===== src/rtl/fetch_sequencer.sv =====
`default_nettype none
// ============================================================================
// fetch_sequencer : owns the PC, issues imem reads and buffers returning words
//                   in a 2-entry skid buffer ahead of a valid/ready decode port.
// Revision 1.0
// ============================================================================
module fetch_sequencer #(
  parameter int DATA_WIDTH = 32,
  parameter int ADDR_WIDTH = 10,
  parameter int START_ADDR = 0,
  parameter int END_ADDR   = 1023
) (
  input  logic                  clk,
  input  logic                  rst_n,
  input  logic                  start,
  output logic [ADDR_WIDTH-1:0] imem_addr,
  input  logic [DATA_WIDTH-1:0] imem_data,
  input  logic                  redirect_valid,
  input  logic [ADDR_WIDTH-1:0] redirect_addr,
  output logic                  instr_valid,
  input  logic                  instr_ready,
  output logic [DATA_WIDTH-1:0] instr_data,
  output logic [ADDR_WIDTH-1:0] instr_pc,
  output logic                  busy,
  output logic                  halted
);

  localparam logic [ADDR_WIDTH-1:0] c_start_pc = ADDR_WIDTH'(START_ADDR);
  localparam logic [ADDR_WIDTH-1:0] c_end_pc   = ADDR_WIDTH'(END_ADDR);

  typedef enum logic [1:0] {
    S_IDLE  = 2'd0,
    S_RUN   = 2'd1,
    S_DRAIN = 2'd2,
    S_HALT  = 2'd3
  } state_t;

  state_t                  state_q, state_d;
  logic [ADDR_WIDTH-1:0]   pc_q, pc_d;
  logic                    inflight_v_q;
  logic [ADDR_WIDTH-1:0]   inflight_pc_q;
  logic [1:0]              occ_q, occ_d;
  logic [DATA_WIDTH-1:0]   buf_data_q [2];
  logic [ADDR_WIDTH-1:0]   buf_pc_q   [2];
  logic                    busy_q, halted_q;

  logic                    w_pop;
  logic                    w_redirect;
  logic                    w_issue;
  logic                    w_push;
  logic [1:0]              w_occ_after_pop;
  logic [2:0]              w_credit;

  assign w_pop           = (occ_q != 2'd0) && instr_ready;
  assign w_redirect      = redirect_valid && ((state_q == S_RUN) || (state_q == S_DRAIN));
  // Slots already committed: buffered words plus the read in flight, minus what leaves now.
  assign w_credit        = {1'b0, occ_q} + {2'b00, inflight_v_q} - {2'b00, w_pop};
  assign w_issue         = (state_q == S_RUN) && !redirect_valid && (w_credit < 3'd2);
  assign w_push          = inflight_v_q && !w_redirect;
  assign w_occ_after_pop = occ_q - {1'b0, w_pop};
  assign occ_d           = w_redirect ? 2'd0 : (w_occ_after_pop + {1'b0, w_push});

  always_comb begin
    state_d = state_q;
    pc_d    = pc_q;
    if (w_redirect) begin
      state_d = S_RUN;
      pc_d    = redirect_addr;
    end else begin
      case (state_q)
        S_IDLE, S_HALT: begin
          if (start) begin
            state_d = S_RUN;
            pc_d    = c_start_pc;
          end
        end
        S_RUN: begin
          if (w_issue) begin
            pc_d = pc_q + ADDR_WIDTH'(1);
            if (pc_q == c_end_pc) state_d = S_DRAIN;
          end
        end
        S_DRAIN: begin
          if ((occ_q == 2'd0) && !inflight_v_q) state_d = S_HALT;
        end
        default: state_d = S_IDLE;
      endcase
    end
  end

  always_ff @(posedge clk) begin
    if (!rst_n) begin
      state_q       <= S_IDLE;
      pc_q          <= c_start_pc;
      inflight_v_q  <= 1'b0;
      inflight_pc_q <= '0;
      occ_q         <= 2'd0;
      buf_data_q[0] <= '0;
      buf_data_q[1] <= '0;
      buf_pc_q[0]   <= '0;
      buf_pc_q[1]   <= '0;
      busy_q        <= 1'b0;
      halted_q      <= 1'b0;
    end else begin
      state_q      <= state_d;
      pc_q         <= pc_d;
      occ_q        <= occ_d;
      inflight_v_q <= w_issue;
      if (w_issue) inflight_pc_q <= pc_q;
      busy_q   <= (state_d == S_RUN) || (state_d == S_DRAIN);
      halted_q <= (state_d == S_HALT);
      if (w_pop) begin
        buf_data_q[0] <= buf_data_q[1];
        buf_pc_q[0]   <= buf_pc_q[1];
      end
      // The returning word lands behind whatever survives this cycle's pop.
      if (w_push) begin
        assert (w_occ_after_pop < 2'd2);
        if (w_occ_after_pop == 2'd0) begin
          buf_data_q[0] <= imem_data;
          buf_pc_q[0]   <= inflight_pc_q;
        end else begin
          buf_data_q[1] <= imem_data;
          buf_pc_q[1]   <= inflight_pc_q;
        end
      end
    end
  end

  assign imem_addr   = pc_q;
  assign instr_valid = (occ_q != 2'd0);
  assign instr_data  = buf_data_q[0];
  assign instr_pc    = buf_pc_q[0];
  assign busy        = busy_q;
  assign halted      = halted_q;

endmodule
`default_nettype wire


===== config.mk =====
export PLATFORM = sky130hd
export DESIGN_NAME = fetch_sequencer
export DESIGN_NICKNAME = d
export VERILOG_FILES = /design/src/rtl/fetch_sequencer.sv
export SDC_FILE = /design/constraint.sdc
export NUM_CORES = 1
export LEC_CHECK = 0
export BUFFER_PORTS_ARGS = -buffer_cell sky130_fd_sc_hd__buf_2
export CORE_ASPECT_RATIO = 0.7
export CORE_UTILIZATION = 35
export DETAILED_ROUTE_END_ITERATION = 12
export RECOVER_POWER = 25
export SYNTH_ARGS = -nofsm -noshare
export SYNTH_HDL_FRONTEND = slang
export SYNTH_SLANG_ARGS = --single-unit

===== constraint.sdc =====
create_clock -name clk -period 5.9 [get_ports clk]
set_input_delay 0.59 -clock clk [delete_from_list [all_inputs] [get_ports clk]]
set_output_delay 0.59 -clock clk [all_outputs]
set_load 0.01 [all_outputs]

==> results.sh <==
export IMPL_outcome="finished, violations left"
export IMPL_violations="capacitance limit, slew limit"
export IMPL_fp_row_count=37
export IMPL_p_comb_share_pct=10.2
export IMPL_r2r_cells=10
export IMPL_ctsHoldBuffers=0
export IMPL_rsz0062_at_grt="false"
export IMPL_fin_cells=741
export IMPL_relSlewSlack_pct=-10.4
export IMPL_synth_edf_count=84
export IMPL_fillers=1490
export IMPL_synth_area_sq_um=5420
export IMPL_num_io_pins=102
export IMPL_whs_ns=0.521
export IMPL_layout_drive_gt1_share_pct=14.7
export IMPL_endpoint="busy$_SDFF_PN0_"
export IMPL_path_depth=10
export IMPL_yosysWarnings=0
export IMPL_root_buffer="clkbuf_16"
export IMPL_globalplace_congestion=0.812
export IMPL_slew_violations=43
export IMPL_syn_instance_count=501
export IMPL_n_antenna_cell=0
export IMPL_cp_arrival_ns=3.64
export IMPL_grt_overflow_total=0
export IMPL_routedWlPerCell_um=16.0
export IMPL_min_period_over_period_pct=57.6
export IMPL_drcViolationCount=0
export IMPL_initial_core_util_pct=36.3
export IMPL_cts_setup_buffers=0
export IMPL_p_switching_mw=0.406
export IMPL_yosysSeqAreaShare_pct=56.5
export IMPL_first_global_vias=3738
export IMPL_fin_skew_ns=0.00429
export IMPL_post_cts_resized=0
export IMPL_multi_input_area_sq_um=1860
export IMPL_p_int_mw=1.27
export IMPL_pwr_share_clk_pct=36.0
export IMPL_cp_start_kind="flip-flop"
export IMPL_die_y_um=106
export IMPL_async_flop_share_pct=0
export IMPL_dieArea_sq_um=16000
export IMPL_hold_viol=0
export IMPL_dp_cells=725
export IMPL_ys_ff_latch=111
export IMPL_dp_hpwl_um=7370
export IMPL_synth_nets=556
export IMPL_cts_path_max_buffers=2
export IMPL_crit_slowest_cell="nor3_2"
export IMPL_viasPerCell=5.18
export IMPL_finalCriticalPeriod_ns=3.40
export IMPL_firstDrtPassIters=5
export IMPL_timing_rr_end="busy$_SDFF_PN0_"
export IMPL_grt_pass1_wl_um=19100
export IMPL_crit_start="occ_q[1]$_SDFF_PP0_"
export IMPL_regArea_sq_um=3060
export IMPL_powerDensity_nw_per_um2=280
export IMPL_numCtsBuffers=9
export IMPL_clkLatencyLatePin_ns=0.34
export IMPL_finalSetupViolations=0
export IMPL_p_total_mw=1.67
export IMPL_synth_cell_type_count=51
export IMPL_syn_area_per_cell_sq_um=10.8
export IMPL_cts_sinks=111
export IMPL_ys_flop_type="edfxtp_1"
export IMPL_grt_max_degree=44
export IMPL_swShare_pct=24.2
export IMPL_postRouteAntennaNets=0
export IMPL_rrSetupSlack_ns=2.50
export IMPL_crit_type="reg -> reg"
export IMPL_drv_cap=1
export IMPL_required_ns=6.14
export IMPL_hold_path_class="reg -> reg"
export IMPL_irDropWorstVdd_mv=0.168
export IMPL_dieWidth_um=151
export IMPL_fin_nets=596
export IMPL_cts_tree="built"
export IMPL_power_static_leakage_nw=2.10
export IMPL_crit_path_max_fanout=12
export IMPL_worst_slew_pin_slew_ns=1.66
export IMPL_via_count=3839
export IMPL_worst_setup_path_end_kind="flip-flop"
export IMPL_htreeDepth=3
export IMPL_antenna_found_initial=0
export IMPL_crit_family="simple AND/OR/NAND/NOR gates"
export IMPL_fin_util_pct=40.1
export IMPL_pwr_share_seq_pct=53.8
export IMPL_clkSlewWorstSetupHoldPaths_ns=0.07
export IMPL_core_area_sq_um=14900
export IMPL_max_freq_mhz=294
export IMPL_track_usage_pct=15.5
export IMPL_routed_wl_um=11800
export IMPL_drtIter0Drc=256
export IMPL_cpMostUsedCell="nand2_1"
export IMPL_io_buffers=101
export IMPL_setup_tns_final_ns=0
export IMPL_critPathBufInv=0
export IMPL_r2r_start="occ_q[1]$_SDFF_PP0_"
export IMPL_path_cells="nand3b_1 -> nand2_1 -> nand2_1 -> fa_1 -> xor2_1 -> nor3_2 -> a31oi_1 -> o22a_1 -> ha_1 -> and2_1"
export IMPL_area_growth_syn_to_layout_pct=10.3
export IMPL_cp_slowest_stage_delay_ns=0.92
==> power groups by stage <==
stage	registers, mW	logic, mW	clock network (mW)
4_1_cts	0.901	0.178	0.617
3_3_place_gp	0.917	0.174	0
6_report	0.901	0.171	0.603
5_1_grt	0.907	0.189	0.645
2_1_floorplan	0.918	0.130	0
3_5_place_dp	0.918	0.177	0
==> area by class of cell <==
cell class / count / share of cell area, %
Sequential cell: 111 / 51.3
Timing Repair Buffer: 108 / 8.19
Clock buffer: 11 / 3.89
Inverter: 9 / 0.565
Clock inverter: 5 / 0.963
Multi-Input combinational cell: 302 / 31.1
Tap cell: 195 / 4.08
==> worst register-to-register path, cell delays in order (launching register included) <==
cell and delay, ns:
dfxtp_1 0.45, nand3b_1 0.18, nand2_1 0.13, nand2_1 0.07, fa_1 0.38, xor2_1 0.20, nor3_2 0.92, a31oi_1 0.26
o22a_1 0.27, ha_1 0.27, and2_1 0.15
==> registers in the layout, summed over array words and instances, names as in the netlist <==
register       flops
state_q            2
inflight_v_q       1
occ_q              2
buf_data_q        64
inflight_pc_q     10
busy               1
imem_addr         10
halted             1
buf_pc_q          20
==> routing by layer <==
| metal | part of all wire [%] | vias up | track usage (%) |
|---|---|---|---|
| met2 | 43 | 153 | 23.8 |
| met3 | 7.6 | 13 | 4.03 |
| met4 | 0.82 | 0 | 3.86 |
| met5 | 0 | - | 0 |
| li1 | - | 1851 | - |
| met1 | 49 | 1822 | 21.8 |
==> stage by stage <==
step / setup slack, ns / area (sq um)
2_1_floorplan: 1.11 / 5420
6_report: 2.50 / 5980
4_1_cts: 2.46 / 6050
3_3_place_gp: 2.38 / 5760
3_5_place_dp: 2.28 / 5760
5_1_grt: 2.12 / 5980
==> layout by cell type (no fill, tap or decap), drive strengths merged, types with 2 or more instances in the layout <==
| cell type | n |
|---|---|
| nor2 | 13 |
| a2bb2oi | 2 |
| a311oi | 3 |
| nand3 | 50 |
| o31ai | 3 |
| nand2b | 4 |
| clkbuf | 66 |
| inv | 10 |
| a21oi | 49 |
| and3 | 2 |
| a31o | 3 |
| edfxtp | 84 |
| clkinv | 3 |
| o21ai | 46 |
| nand2 | 20 |
| o211ai | 3 |
| mux2i | 10 |
| nor3 | 6 |
| and2 | 45 |
| dfxtp | 27 |
| a21o | 3 |
| o41ai | 2 |
| nand4 | 3 |
| a211oi | 2 |
| buf | 53 |
| ha | 7 |
| a31oi | 4 |
| nand3b | 2 |
| o221a | 2 |
==> logic make-up after synthesis <==
family,count (synthesis),share of synthesized area (%)
AOI/OAI and AO/OA,130,14.2
adders and majority gates,8,1.99
buffers and inverters,88,9.77
muxes,10,1.85
DFF,111,56.5
xor gates and xnor gates,2,0.323
and+or+nand+nor,152,15.3
==> worst min-delay path by stage <==
stage	from	to	slack, ns	cells past startpoint
finish	inflight_pc_q[3]$_SDFFE_PN0N_	inflight_pc_q[3]$_SDFFE_PN0N_	0.52	2
global placement	inflight_pc_q[3]$_SDFFE_PN0N_	inflight_pc_q[3]$_SDFFE_PN0N_	0.51	2
floorplan	inflight_pc_q[0]$_SDFFE_PN0N_	inflight_pc_q[0]$_SDFFE_PN0N_	0.47	2
global route	redirect_valid	inflight_v_q$_SDFF_PN0_	0.52	2
CTS	redirect_valid	inflight_v_q$_SDFF_PN0_	0.51	2
detailed placement	inflight_pc_q[3]$_SDFFE_PN0N_	inflight_pc_q[3]$_SDFFE_PN0N_	0.51	2
==> synth_stat cells, types with 2 or more instances <==
cell type	number	area, sq um
a21o_1	3	22.5
nand4_1	2	12.5
buf_2	15	75.1
dfxtp_1	27	541
nand3_1	49	245
inv_1	9	33.8
a21oi_1	48	240
and3_1	2	12.5
a31o_2	3	26.3
buf_4	48	360
o221a_2	2	22.5
nand2_1	20	75.1
and2_1	45	282
a311oi_1	2	17.5
o41ai_1	2	17.5
o31ai_1	3	22.5
a2bb2oi_1	2	17.5
o21ai_0	46	230
nand2b_1	4	25.0
nand3b_1	2	15.0
nor3_1	6	30.0
mux2i_1	10	100
a211oi_1	2	15.0
nor2_1	13	48.8
edfxtp_1	84	2520
clkbuf_1	16	60.1
a31oi_1	4	25.0
ha_1	7	87.6
o211ai_1	3	22.5
(Power assumes the default switching activity.)
